===== config.mk =====
export PLATFORM = sky130hd
export DESIGN_NAME = peri_timer_multi_flat
export DESIGN_NICKNAME = d
export VERILOG_FILES = /design/src/rtl/timer_pkg.sv /design/src/rtl/peri_timer_multi_if.sv /design/src/rtl/timer_channel.sv /design/src/rtl/peri_timer_multi.sv /design/src/flat_wrapper.sv
export SDC_FILE = /design/constraint.sdc
export NUM_CORES = 1
export LEC_CHECK = 0
export CAP_MARGIN = 20
export CORE_UTILIZATION = 48
export DETAILED_ROUTE_END_ITERATION = 7
export PLACE_DENSITY = 0.72
export SYNTH_ARGS = -nofsm -noshare
export SYNTH_HDL_FRONTEND = slang
export SYNTH_SLANG_ARGS = --single-unit

===== constraint.sdc =====
create_clock -name clk_i -period 6.1 [get_ports clk_i]
set_input_delay 0.61 -clock clk_i [delete_from_list [all_inputs] [get_ports clk_i]]
set_output_delay 0.61 -clock clk_i [all_outputs]
set_load 0.01 [all_outputs]

===== src/rtl/timer_pkg.sv =====
`default_nettype none
// ============================================================================
//  Module   : timer_pkg
//  Brief    : Shared register map, CTRL bit positions and CTRL layout for the
//             multi-channel timer peripheral.
//  Revision : 1.0 - initial release
// ============================================================================
package timer_pkg;

    localparam logic [1:0] REG_LOAD   = 2'd0;
    localparam logic [1:0] REG_CTRL   = 2'd1;
    localparam logic [1:0] REG_COUNT  = 2'd2;
    localparam logic [1:0] REG_STATUS = 2'd3;

    localparam int CTRL_EN        = 0;
    localparam int CTRL_PERIODIC  = 1;
    localparam int CTRL_IRQ_EN    = 2;
    localparam int CTRL_PRESC_LSB = 16;
    localparam int CTRL_PRESC_MSB = 31;

    typedef struct packed {
        logic [15:0] presc;
        logic [12:0] rsvd;
        logic        irq_en;
        logic        periodic;
        logic        en;
    } ctrl_t;

endpackage
`default_nettype wire


===== src/rtl/peri_timer_multi_if.sv =====
`default_nettype none
// ============================================================================
//  Module   : peri_timer_multi_if
//  Brief    : Word-addressed peripheral bus between the CPU side and the timer.
//  Revision : 1.0 - initial release
// ============================================================================
interface peri_timer_multi_if #(
    parameter int N_CH = 2
);
    localparam int ADDR_W = $clog2(N_CH) + 2;

    logic              sel;
    logic              we;
    logic [ADDR_W-1:0] addr;
    logic [31:0]       data;
    logic [31:0]       rdata;

    modport master (
        output sel,
        output we,
        output addr,
        output data,
        input  rdata
    );

    modport slave (
        input  sel,
        input  we,
        input  addr,
        input  data,
        output rdata
    );
endinterface
`default_nettype wire


===== src/rtl/timer_channel.sv =====
`default_nettype none
// ============================================================================
//  Module   : timer_channel
//  Brief    : One down-counting timer channel: prescaler, counter, reload,
//             CTRL, sticky EXP and optional level IRQ (macro TIMER_IRQ_EN).
//  Revision : 1.0 - initial release
// ============================================================================
module timer_channel
    import timer_pkg::*;
#(
    parameter int WIDTH = 32
) (
    input  wire logic             clk_i,
    input  wire logic             rst,
    input  wire logic             wr_load_i,
    input  wire logic             wr_ctrl_i,
    input  wire logic             wr_status_i,
    input  wire logic [31:0]      wdata_i,
    output      ctrl_t            ctrl_o,
    output      logic [WIDTH-1:0] reload_o,
    output      logic [WIDTH-1:0] count_o,
    output      logic             exp_o,
    output      logic             irq_o
);

    ctrl_t            ctrl_q,   ctrl_d;
    logic [WIDTH-1:0] reload_q, reload_d;
    logic [WIDTH-1:0] count_q,  count_d;
    logic [15:0]      pcnt_q,   pcnt_d;
    logic             exp_q,    exp_d;
    logic             w_run;
    logic             w_expire;

    always_ff @(posedge clk_i) begin
        if (!rst) begin
            ctrl_q   <= '0;
            reload_q <= '0;
            count_q  <= '0;
            pcnt_q   <= '0;
            exp_q    <= 1'b0;
        end else begin
            ctrl_q   <= ctrl_d;
            reload_q <= reload_d;
            count_q  <= count_d;
            pcnt_q   <= pcnt_d;
            exp_q    <= exp_d;
        end
    end

    always_comb begin
        ctrl_d   = ctrl_q;
        reload_d = reload_q;
        count_d  = count_q;
        pcnt_d   = pcnt_q;
        w_expire = 1'b0;
        // A CTRL write that clears EN freezes the channel on this very edge.
        w_run    = ctrl_q.en & ~(wr_ctrl_i & ~wdata_i[CTRL_EN]);

        if (wr_ctrl_i) begin
            ctrl_d          = '0;
            ctrl_d.en       = wdata_i[CTRL_EN];
            ctrl_d.periodic = wdata_i[CTRL_PERIODIC];
            ctrl_d.presc    = wdata_i[CTRL_PRESC_MSB:CTRL_PRESC_LSB];
`ifdef TIMER_IRQ_EN
            ctrl_d.irq_en   = wdata_i[CTRL_IRQ_EN];
`endif
        end

        if (wr_load_i) begin
            reload_d = wdata_i[WIDTH-1:0];
            count_d  = wdata_i[WIDTH-1:0];
            pcnt_d   = ctrl_q.presc;
        end else if (w_run) begin
            if (pcnt_q == 16'd0) begin
                pcnt_d = ctrl_q.presc;
                if (count_q > WIDTH'(1)) begin
                    count_d = count_q - WIDTH'(1);
                end else if (count_q == WIDTH'(1)) begin
                    w_expire = 1'b1;
                    count_d  = ctrl_q.periodic ? reload_q : '0;
                end
            end else begin
                pcnt_d = pcnt_q - 16'd1;
            end
        end

        exp_d = (exp_q & ~(wr_status_i & wdata_i[0])) | w_expire;
    end

    assign ctrl_o   = ctrl_q;
    assign reload_o = reload_q;
    assign count_o  = count_q;
    assign exp_o    = exp_q;

`ifdef TIMER_IRQ_EN
    assign irq_o = exp_q & ctrl_q.irq_en;
`else
    assign irq_o = 1'b0;
`endif

endmodule
`default_nettype wire


===== src/rtl/peri_timer_multi.sv =====
`default_nettype none
// ============================================================================
//  Module   : peri_timer_multi
//  Brief    : N_CH-channel timer peripheral: bus decode, channel array and
//             registered read mux. IRQ logic present only with TIMER_IRQ_EN.
//  Revision : 1.0 - initial release
// ============================================================================
module peri_timer_multi
    import timer_pkg::*;
#(
    parameter int N_CH  = 2,
    parameter int WIDTH = 32
) (
    input  wire logic            clk_i,
    input  wire logic            rst,
    peri_timer_multi_if.slave    bus,
    output      logic [N_CH-1:0] irq_o
);

    localparam int ADDR_W = $clog2(N_CH) + 2;
    localparam int CH_W   = (N_CH > 1) ? $clog2(N_CH) : 1;

    logic [CH_W-1:0]  w_ch;
    logic [1:0]       w_reg;
    logic             w_wr;
    logic             w_rd;
    ctrl_t            w_ctrl   [N_CH];
    logic [WIDTH-1:0] w_reload [N_CH];
    logic [WIDTH-1:0] w_count  [N_CH];
    logic [N_CH-1:0]  w_exp;
    logic [31:0]      rdata_d;
    logic [31:0]      rdata_q;

    assign w_reg = bus.addr[1:0];
    assign w_wr  = bus.sel &  bus.we;
    assign w_rd  = bus.sel & ~bus.we;

    if (N_CH > 1) begin : g_ch_dec
        assign w_ch = bus.addr[ADDR_W-1:2];
    end else begin : g_ch_single
        assign w_ch = 1'b0;
    end

    for (genvar i = 0; i < N_CH; i++) begin : g_ch
        logic w_hit;
        assign w_hit = w_wr & (w_ch == CH_W'(i));

        timer_channel #(
            .WIDTH (WIDTH)
        ) u_ch (
            .clk_i       (clk_i),
            .rst         (rst),
            .wr_load_i   (w_hit & (w_reg == REG_LOAD)),
            .wr_ctrl_i   (w_hit & (w_reg == REG_CTRL)),
            .wr_status_i (w_hit & (w_reg == REG_STATUS)),
            .wdata_i     (bus.data),
            .ctrl_o      (w_ctrl[i]),
            .reload_o    (w_reload[i]),
            .count_o     (w_count[i]),
            .exp_o       (w_exp[i]),
            .irq_o       (irq_o[i])
        );
    end

    // Channel indices beyond N_CH-1 decode to nothing and read back 0.
    always_comb begin
        rdata_d = '0;
        for (int i = 0; i < N_CH; i++) begin
            if (w_ch == CH_W'(i)) begin
                case (w_reg)
                    REG_LOAD:   rdata_d[WIDTH-1:0] = w_reload[i];
                    REG_CTRL:   rdata_d            = w_ctrl[i];
                    REG_COUNT:  rdata_d[WIDTH-1:0] = w_count[i];
                    default:    rdata_d[0]         = w_exp[i];
                endcase
            end
        end
    end

    always_ff @(posedge clk_i) begin
        if (!rst) begin
            rdata_q <= '0;
        end else if (w_rd) begin
            rdata_q <= rdata_d;
        end
    end

    assign bus.rdata = rdata_q;

endmodule
`default_nettype wire


===== src/flat_wrapper.sv =====
// flat-port wrapper written by rule: the top's interface ports become plain ports
module peri_timer_multi_flat import timer_pkg::*;
#(
    parameter int N_CH  = 2,
    parameter int WIDTH = 32
)
  (clk_i, rst, irq_o, bus_sel, bus_we, bus_addr, bus_data, bus_rdata);
  peri_timer_multi_if #(.N_CH(N_CH)) bus_i ();
  input  wire logic clk_i;
  input  wire logic rst;
  output      logic [N_CH-1:0] irq_o;
  input wire logic [$bits(bus_i.sel)-1:0] bus_sel;
  input wire logic [$bits(bus_i.we)-1:0] bus_we;
  input wire logic [$bits(bus_i.addr)-1:0] bus_addr;
  input wire logic [$bits(bus_i.data)-1:0] bus_data;
  output wire logic [$bits(bus_i.rdata)-1:0] bus_rdata;
  assign bus_i.sel = bus_sel;
  assign bus_i.we = bus_we;
  assign bus_i.addr = bus_addr;
  assign bus_i.data = bus_data;
  assign bus_rdata = bus_i.rdata;
  peri_timer_multi #(.N_CH(N_CH), .WIDTH(WIDTH)) u_core (.clk_i(clk_i), .rst(rst), .bus(bus_i), .irq_o(irq_o));
endmodule

==> flow_metrics.tcl, run 1 <==
set metrics [dict create \
    drc 0 \
    critPathSlowestCell "nand2_1" \
    syn_area_um2 12500 \
    postCtsSetupBuffers 0 \
    crit_type "in -> reg" \
    vdd.ir_drop.worst_v 0.000211 \
    portBuffers 70 \
    diodes 0 \
    nFillCells 2324 \
    cts_resized 0 \
    ys_seq_area_frac 0.367 \
    first_pass_iters 5 \
    tns_ns 0 \
    power_density_nw_per_um2 285 \
    status "finished, final reports clean" \
    async_flop_share 0 \
    cp-start-kind "primary input" \
    required_ns 6.48 \
    overflow 0 \
    combPwrFrac 0.203 \
    slew_viol_final 0 \
    p_sw_w 0.00121 \
    min_to "u_core.g_ch[0].u_ch.reload_o[14]$_SDFFE_PN0P_" \
    synth_mux_area_frac 0.0743 \
    clk_pin_slew_ns 0.06 \
    drt-total-wl_mm 41.8 \
    hold_ws_ns 0.469 \
    final_common_cell "nand2_1" \
    min_period_ns 3.46 \
    chipHeight_um 164 \
    die_width_um 164 \
    timing.slew.headroom 0.308 \
    p_int_w 0.00284 \
    leakage_nw 5.22 \
    critPathArrivalTime_ns 3.85 \
    dieArea_um2 26800 \
    pre_cts_slack_ns 2.12 \
    layout_common_cells "nand2_1, dfxtp_1, a21oi_1" \
    clkPwrFrac 0.411 \
    root_buffer "clkbuf_16" \
    antenna_left 0 \
    rsz0062_at_grt "no" \
    core_area_um2 25400 \
    routedWlPerCell_um 21.8 \
    path_max_fanout 41 \
    end_kind "register" \
    pin_count 73 \
    area_growth_pct 13.2 \
    synthAdderAreaFrac 0.00798 \
    antenna_found_initial 1 \
    maxCapViolations 0 \
    worst_slew_pin_slew_ns 1.04 \
    cts_inserted_buffers 27 \
    core.rowCount 58 \
    cp-startpoint "bus_addr[0]" \
    ys.flop_type "dfxtp_1" \
    p_seq_frac 0.386 \
    worstSkewPairLatency_ns 0.54 \
    clock_skew_ns 0.0115 \
    max_stage_delay_ns 0.73 \
    vias 12613 \
    rr_endpoint "u_core.g_ch[1].u_ch.count_o[21]$_SDFFE_PN0P_" \
    nets 1617 \
    rrSetupSlack_ns 2.75 \
    yosysWarnings 0 \
    drt_iter0_markers 1630 \
    totalPowerFinal_w 0.00405 \
    grt_max_degree 92 \
    grt_pass1_wl_mm 65.0 \
    finalSetupViolCount 0 \
    synth_seq_cells 230 \
    hold_start "u_core.g_ch[0].u_ch.reload_o[14]$_SDFFE_PN0P_" \
    period_share 0.567 \
    synth-compound-area-share 0.268 \
    crit_buf_inv 2 \
    holdCritPathClass "reg -> reg" \
    cts.sinks 230 \
    final_util 0.559 \
    yosysUniqueCellTypes 85 \
    grt_usage 0.309 \
    syn_area_per_cell_um2 7.93 \
    yosys.area_share.simple 0.223 \
    hold_depth 2 \
    cts_tree "built" \
    cts_hold_buf 0 \
    synth_top_family_by_area "compound AO/OA/AOI/OAI gates" \
    critPathTopFamily "compound AO/OA/AOI/OAI gates" \
    setup_slack_ns 2.64 \
    cts_max_level 1 \
    grt_pass1_vias 11467 \
    cts_buffer_depth 3 \
    dp_hpwl_mm 28.4 \
    synthXorXnorAreaFrac 0.0105 \
    synth_edf_count 0 \
    via_per_inst 6.57 \
    max_freq_ghz 0.289 \
    switching_share 0.298 \
    path_cells "buf_2, buf_4, nand4b_1, o31ai_1, o21ai_1, o31a_1, nand2_1, o221ai_1" \
    r2r_cells 6 \
    initial_utilization 0.494 \
    finalWeightedCongestion 0.968 \
    syn_inst 1582 \
    finalHoldViolations 0 \
    drive_above_1_share 0.0843 \
    r2r_start "u_core.g_ch[1].u_ch.count_o[9]$_SDFFE_PN0P_" \
]
==> metrics by stage <==
| step | area, um^2 | std cells |
|---|---|---|
| 6_report | 14200 | 1919 |
| 4_1_cts | 14200 | 1917 |
| 3_5_place_dp | 13300 | 1869 |
| 3_3_place_gp | 13300 | 1869 |
| 2_1_floorplan | 12500 | 1583 |
| 5_1_grt | 14200 | 1919 |
==> worst min-delay path, cell delays in order, from the launching register on <==
cell	delay, ns
dfxtp_1	0.32
nand2_1	0.05
a21oi_1	0.05
==> synthesized netlist by cell type, types with 8 or more instances <==
cell type	number	area, um^2
a21oi_1	195	976
a221oi_1	11	96.3
a22oi_1	17	128
a31oi_1	26	163
a32oi_1	18	158
and2_1	11	68.8
and3_1	21	131
buf_1	10	37.5
buf_2	27	135
clkbuf_1	88	330
dfxtp_1	230	4600
ha_1	8	100
inv_1	17	63.8
mux2i_1	56	561
mux4_2	16	360
nand2_1	258	968
nand3_1	24	120
nand4_1	14	87.6
nor2_1	130	488
nor3_1	28	140
nor4_1	19	119
o211ai_1	39	293
o21ai_0	103	515
o22ai_1	12	75.1
o31ai_1	18	135
or3_1	14	87.6
or4_1	10	75.1
xor2_1	8	70.1
==> logic make-up after synthesis <==
| logic type | after synthesis |
|---|---|
| other cells | 1 |
| simple gates | 579 |
| buf+inv | 149 |
| mux | 73 |
| xor+xnor | 15 |
| fa+ha+maj | 8 |
| flops | 230 |
| compound gates | 527 |
==> power by group through the flow <==
stage	Sequential, W	Clock [W]	Combinational, W
global placement	0.00159	0	0.000791
floorplan	0.00158	0	0.000608
detailed placement	0.00159	0	0.000801
finish	0.00156	0.00167	0.000822
CTS	0.00156	0.00168	0.000805
global route	0.00156	0.00175	0.000894
==> routing by layer <==
metal  track usage  up-vias  routed length (um)
met2         0.484      648               18800
met5             0        -                   0
met1         0.430     6056               17400
met3        0.0531       97                4250
met4        0.0997        0                1360
li1              -     5812                   -
==> how the worst max path moves through the flow <==
stage / to / slack (ns) / depth (start not counted)
after floorplan: u_core.bus.rdata[2]$_SDFFE_PN0P_ / 3.70 / 6
after global placement: u_core.g_ch[1].u_ch.count_o[31]$_SDFFE_PN0P_ / 2.21 / 8
after detailed placement: u_core.g_ch[1].u_ch.count_o[31]$_SDFFE_PN0P_ / 2.12 / 8
after CTS: u_core.g_ch[0].u_ch.count_o[22]$_SDFFE_PN0P_ / 2.64 / 6
after global routing: u_core.g_ch[1].u_ch.count_o[31]$_SDFFE_PN0P_ / 2.39 / 8
final: u_core.g_ch[1].u_ch.count_o[31]$_SDFFE_PN0P_ / 2.64 / 8
==> layout make-up <==
| class | count | area [um^2] | share of cell area |
|---|---|---|---|
| clock inverter | 6 | 80.1 | 0.00564 |
| timing repair buffer | 89 | 843 | 0.0594 |
| multi-input combinational | 1204 | 7350 | 0.517 |
| tap | 330 | 413 | 0.0291 |
| inverter | 18 | 70.1 | 0.00493 |
| clock buffer | 42 | 842 | 0.0593 |
| sequential | 230 | 4600 | 0.324 |
==> flip-flops by register name (all words and copies together) (netlist names) <==
signal and count:
u_core.bus.rdata 32, u_core.g_ch.u_ch.count_o 64, u_core.g_ch.u_ch.ctrl_o 36, u_core.g_ch.u_ch.exp_o 2, u_core.g_ch.u_ch.pcnt_q 32, u_core.g_ch.u_ch.reload_o 64
No activity file was read; power rests on OpenSTA's default activity.
==> inputs of run 2 (changes only) <==
- clock period: 6.1 -> 3.2 ns (I/O delays scaled with it)
==> run 2 against run 1 <==
  * Hold slack lost 0.21 ns
  * Largest power group unchanged
  * Routed wire length grew 4.4%
  * Global-route usage grew 1.2 points
  * Core utilization grew 1.1 points
  * Sequential share of layout area shrank 0.61 points
  * Clock power grew 85%
  * Setup slack lost 2.4 ns
  * Clock skew shrank 0.0035 ns
  * Total power grew 91%
==> flow_metrics.tcl, run 2 (synthesized netlist as in run 1, its figures left out) <==
set metrics [dict create \
    crit_type "reg -> reg" \
    grt_max_degree 102 \
    chipHeight_um 164 \
    die_width_um 164 \
    cts_tree "built" \
    p_seq_frac 0.385 \
    holdCritPathClass "in -> reg" \
    final_common_cell "nand2_1" \
    combPwrFrac 0.215 \
    placed_area_um2 13600 \
    area_growth_pct 15.4 \
    drt-total-wl_mm 43.6 \
    clkPwrFrac 0.400 \
    clk_pin_slew_ns 0.06 \
    cts_hold_buf 0 \
    vias 12843 \
    timing.slew.headroom 0.319 \
    finalWeightedCongestion 0.983 \
    status "finished, final reports clean" \
    nFillCells 2289 \
    slew_viol_final 0 \
    dieArea_um2 26800 \
    first_pass_iters 5 \
    cts_inserted_buffers 26 \
    cp-start-kind "register" \
    finalSetupViolCount 0 \
    critPathArrivalTime_ns 3.37 \
    finalHoldViolations 0 \
    power_density_nw_per_um2 534 \
    max_freq_ghz 0.339 \
    path_max_fanout 19 \
    final_cell_area_um2 14500 \
    routedWlPerCell_um 22.3 \
    worst_slew_pin_slew_ns 1.02 \
    tns_ns 0 \
    post-place-cells 1912 \
    hold_depth 3 \
    rsz0062_at_grt "no" \
    p_sw_w 0.00233 \
    dp_hpwl_mm 30.2 \
    leakage_nw 5.39 \
    via_per_inst 6.55 \
    antenna_left 0 \
    pin_count 73 \
    maxCapViolations 0 \
    period_share 0.923 \
    vdd.ir_drop.worst_v 0.000412 \
    portBuffers 70 \
    core.rowCount 58 \
    end_kind "register" \
    rr_endpoint "u_core.g_ch[1].u_ch.count_o[3]$_SDFFE_PN0P_" \
    layout_common_cells "nand2_1, dfxtp_1, a21oi_1" \
    finalNonFillerCells 1960 \
    cts.sinks 230 \
    min_period_ns 2.95 \
    seq_area_um2 4600 \
    switching_share 0.302 \
    min_to "u_core.g_ch[1].u_ch.ctrl_o[19]$_SDFFE_PN0P_" \
    antenna_found_initial 2 \
    nets 1658 \
    clock_skew_ns 0.00798 \
    root_buffer "clkbuf_16" \
    grt_pass1_wl_mm 66.9 \
    drc 0 \
    cts_buffer_depth 3 \
    drive_above_1_share 0.103 \
    overflow 0 \
    grt_usage 0.322 \
    r2r_start "u_core.g_ch[1].u_ch.count_o[20]$_SDFFE_PN0P_" \
    multiInputGateArea_um2 7340 \
    drt_iter0_markers 1743 \
    diodes 0 \
    worstSkewPairLatency_ns 0.53 \
    grt_pass1_vias 11608 \
    rrSetupSlack_ns 0.25 \
    required_ns 3.62 \
    initial_utilization 0.494 \
    p_int_w 0.00539 \
    cts_max_level 1 \
    core_area_um2 25400 \
    hold_start "rst" \
    r2r_cells 6 \
    postCtsSetupBuffers 0 \
    cts_resized 0 \
]
==> run 2: cell types whose count changed in the layout (fill, tap and decap cells not counted), moves of 2 or more <==
| cell | before | now |
|---|---|---|
| buf_4 | 17 | 58 |
| clkbuf_8 | 11 | 3 |
| clkbuf_1 | 4 | 10 |
| buf_12 | 1 | 3 |
| clkinv_2 | 4 | 2 |
==> run 2: how the worst max path moves through the flow <==
stage / startpoint / endpoint / slack, ns / cells past startpoint
4_1_cts: u_core.g_ch[1].u_ch.count_o[20]$_SDFFE_PN0P_ / u_core.g_ch[1].u_ch.count_o[9]$_SDFFE_PN0P_ / 0.35 / 6
3_5_place_dp: bus_sel / u_core.g_ch[1].u_ch.pcnt_q[8]$_SDFFE_PN0P_ / 0.28 / 7
3_3_place_gp: bus_sel / u_core.g_ch[1].u_ch.pcnt_q[8]$_SDFFE_PN0P_ / 0.29 / 7
5_1_grt: u_core.g_ch[1].u_ch.count_o[20]$_SDFFE_PN0P_ / u_core.g_ch[1].u_ch.count_o[9]$_SDFFE_PN0P_ / 0.14 / 6
2_1_floorplan: u_core.g_ch[0].u_ch.count_o[8]$_SDFFE_PN0P_ / u_core.g_ch[0].u_ch.count_o[26]$_SDFFE_PN0P_ / 0.99 / 6
6_report: u_core.g_ch[1].u_ch.count_o[20]$_SDFFE_PN0P_ / u_core.g_ch[1].u_ch.count_o[3]$_SDFFE_PN0P_ / 0.25 / 6
==> run 2: final cells by class <==
cell class / instances / area share
flip-flops and latches: 230 / 0.318
clock buffers: 40 / 0.0521
repair buffers: 131 / 0.0813
inverters: 18 / 0.00484
multi-input cells: 1204 / 0.507
clock inverters: 7 / 0.00804
well taps: 330 / 0.0285
==> run 2: per-layer routing <==
layer / part of all wire / vias up / track usage
met3: 0.10 / 122 / 0.0711
met5: 0.00071 / - / 0
met4: 0.038 / 4 / 0.121
met1: 0.41 / 6152 / 0.428
met2: 0.45 / 686 / 0.506
li1: - / 5879 / -
==> run 2: critical path, cell delays in order, from the launching register on <==
cell and delay [ns]:
dfxtp_1 0.39, nor4_2 0.42, nand4_1 0.26, o41ai_4 0.95
buf_4 0.40, o21ai_0 0.14, a32o_1 0.27
==> run 2: through the flow <==
stage	power (W)	utilization	hold slack, ns	worst slack, ns
after floorplan	0.00417	-	0.442	0.989
after global placement	0.00461	0.535	0.455	0.293
after global routing	0.00800	0.570	0.290	0.137
after detailed placement	0.00464	0.535	0.464	0.282
final	0.00772	0.570	0.261	0.247
after CTS	0.00771	0.570	0.252	0.350
==> run 2: power by group through the flow <==
stage	Sequential, W	Combinational (W)	Clock, W
5_1_grt	0.00298	0.00179	0.00322
6_report	0.00298	0.00166	0.00309
3_5_place_dp	0.00303	0.00161	0
2_1_floorplan	0.00301	0.00116	0
3_3_place_gp	0.00303	0.00158	0
4_1_cts	0.00297	0.00162	0.00312
==> inputs of run 3 (changes only) <==
- ABC_CLOCK_PERIOD_IN_PS: not set -> 3200
- SYNTH_HIERARCHICAL: not set -> 1
==> run 3 against run 2 <==
  * Via count increased by 3.3%
  * Clock power increased by 2%
  * Flip-flop and latch count unchanged
  * Critical path type unchanged
  * Sequential share of layout area decreased by 1.8 points
  * Hold slack improved by 0.053 ns
  * Maximum frequency increased by 4.5%
  * Routed wire length increased by 4.5%
  * Clock-buffer cell count decreased by 3
  * Setup slack improved by 0.13 ns
  * Sequential power about the same
  * Critical endpoint is now u_core/g_ch[0].u_ch/count_o[2]$_SDFFE_PN0P_
==> flow_metrics.tcl, run 3 <==
set metrics [dict create \
    nets 1718 \
    finalSetupViolCount 0 \
    area_growth_pct 13.6 \
    period_share 0.883 \
    yosysTopAreaCell "dfxtp_1" \
    syn_area_per_cell_um2 8.22 \
    worstSkewPairLatency_ns 0.55 \
    finalHoldViolations 0 \
    worst_slew_pin_slew_ns 0.884 \
    critPathArrivalTime_ns 3.26 \
    power_density_nw_per_um2 568 \
    yosys-top-cells-area "dfxtp_1, mux2i_1, nor2_1" \
    synth_edf_count 0 \
    via_per_inst 6.42 \
    drc 0 \
    core.rowCount 61 \
    dieArea_um2 28800 \
    maxCapViolations 0 \
    ys_top_cells_by_count "dfxtp_1, nor2_1, mux2i_1" \
    final_common_cell "dfxtp_1" \
    cp-start-kind "register" \
    vias 13270 \
    syn_inst 1641 \
    totalPowerFinal_w 0.00872 \
    crit_type "reg -> reg" \
    syn_area_um2 13500 \
    cts_max_level 1 \
    diodes 0 \
    ys.flop_type "dfxtp_1" \
    chipHeight_um 170 \
    first_pass_iters 6 \
    drt-total-wl_mm 45.6 \
    grt_pass1_wl_mm 70.7 \
    grt_usage 0.313 \
    cts_hold_buf 0 \
    cts.sinks 230 \
    routedWlPerCell_um 22.1 \
    initial_utilization 0.487 \
    max_freq_ghz 0.354 \
    nFillCells 2574 \
    grt_max_degree 68 \
    clock_skew_ns 0.00814 \
    cts_buffer_depth 3 \
    rrSetupSlack_ns 0.37 \
    cts_resized 0 \
    finalWeightedCongestion 0.965 \
    vdd.ir_drop.worst_v 0.000397 \
    min_period_ns 2.83 \
    antenna_left 0 \
    synth.most_common_cell "dfxtp_1" \
    drt_iter0_markers 1593 \
    yosysWarnings 6 \
    dp_hpwl_mm 31.6 \
    required_ns 3.63 \
    root_buffer "clkbuf_16" \
    cts_inserted_buffers 27 \
    rsz0062_at_grt "no" \
    holdCritPathClass "in -> reg" \
    path_max_fanout 8 \
    yosysUniqueCellTypes 79 \
    grt_pass1_vias 12232 \
    postCtsSetupBuffers 0 \
    ys_seq_area_frac 0.341 \
    clk_pin_slew_ns 0.06 \
    end_kind "register" \
    leakage_nw 5.56 \
    synth_seq_cells 230 \
    timing.slew.headroom 0.404 \
    slew_viol_final 0 \
    layout_common_cells "dfxtp_1, nor2_1, mux2i_1" \
    pin_count 73 \
    die_width_um 170 \
    status "finished, final reports clean" \
    tns_ns 0 \
    portBuffers 70 \
    antenna_found_initial 0 \
    overflow 0 \
    async_flop_share 0 \
    core_area_um2 27700 \
    synth_top_area_share 0.341 \
    cts_tree "built" \
    drive_above_1_share 0.0953 \
]
-- run 3: cell types whose count changed in the layout (fill, tap and decap cells not counted), moves of 15 or more --
cell	before	now
nand2_1	257	129
mux2i_1	56	167
a21oi_1	195	116
o21ai_1	5	75
nor2_1	130	186
o21ai_0	103	63
o211ai_1	39	74
a32o_1	5	35
conb_1	2	30
nor3_1	28	53
and3_1	21	5
a22oi_1	17	2
mux4_2	16	1
-- run 3: layout make-up --
type / instances / area, um^2 / share of cell area
clock buffer: 37 / 753 / 0.0491
timing repair buffer: 135 / 1250 / 0.0816
inverter: 21 / 78.8 / 0.00514
clock inverter: 11 / 144 / 0.00938
multi-input combinational: 1256 / 8030 / 0.524
tap: 378 / 473 / 0.0308
sequential: 230 / 4600 / 0.300
-- run 3: layer usage --
metal	share of wire	wire length, um	track usage	vias up
met3	0.080	3640	0.0420	134
met1	0.43	19600	0.430	6347
met2	0.43	19600	0.471	683
met4	0.059	2710	0.179	0
met5	0	0	0	-
li1	-	-	-	6106
-- run 3: kinds of logic (layout without fill, tap and decap cells) --
family | Yosys count | in the layout | synth area share
other | 2 | 30 | 0.000557
XOR/XNOR | 8 | 8 | 0.00519
AO/OA/AOI/OAI | 504 | 504 | 0.246
adder cells (fa/ha/maj) | 8 | 8 | 0.00742
AND/OR/NAND/NOR | 536 | 536 | 0.198
buffers and inverters | 183 | 204 | 0.0744
flip-flops | 230 | 230 | 0.341
multiplexers | 170 | 170 | 0.127
-- run 3: through the flow --
step | cells | utilization | cell area (um^2) | setup WS, ns | hold WS, ns
finish | 2068 | 0.553 | 15300 | 0.374 | 0.314
global route | 2068 | 0.553 | 15300 | 0.183 | 0.315
CTS | 2067 | 0.553 | 15300 | 0.437 | 0.304
detailed placement | 2019 | 0.520 | 14400 | 0.322 | 0.447
global placement | 2019 | 0.520 | 14400 | 0.434 | 0.442
floorplan | 1669 | - | 13600 | 0.629 | 0.429
-- run 3: power by group --
| group | total, W | switching (W) | internal (W) |
|---|---|---|---|
| Sequential | 0.00301 | 0.0000837 | 0.00293 |
| Combinational | 0.00254 | 0.00159 | 0.000945 |
| Clock | 0.00316 | 0.00128 | 0.00189 |
| Total | 0.00872 | 0.00296 | 0.00576 |
-- run 3: final timing paths --
kind / cells after the start / endpoint / start
min reg2reg: 2 / u_core/g_ch[0].u_ch/exp_o$_SDFF_PN0_ / u_core/g_ch[0].u_ch/exp_o$_SDFF_PN0_
max reg2reg: 7 / u_core/g_ch[0].u_ch/count_o[2]$_SDFFE_PN0P_ / u_core/g_ch[0].u_ch/count_o[29]$_SDFFE_PN0P_
max: 7 / u_core/g_ch[0].u_ch/count_o[2]$_SDFFE_PN0P_ / u_core/g_ch[0].u_ch/count_o[29]$_SDFFE_PN0P_
min: 3 / u_core/bus.rdata[15]$_SDFFE_PN0P_ / bus_addr[0]
-- run 3: worst max-delay path, cell delays in order (launching register included) --
cell and delay, ns:
dfxtp_1 0.37, nor3_1 0.37, nand3_1 0.32, o41ai_2 0.89, buf_4 0.31, nor3b_1 0.07, a221oi_1 0.28, o21ai_1 0.10
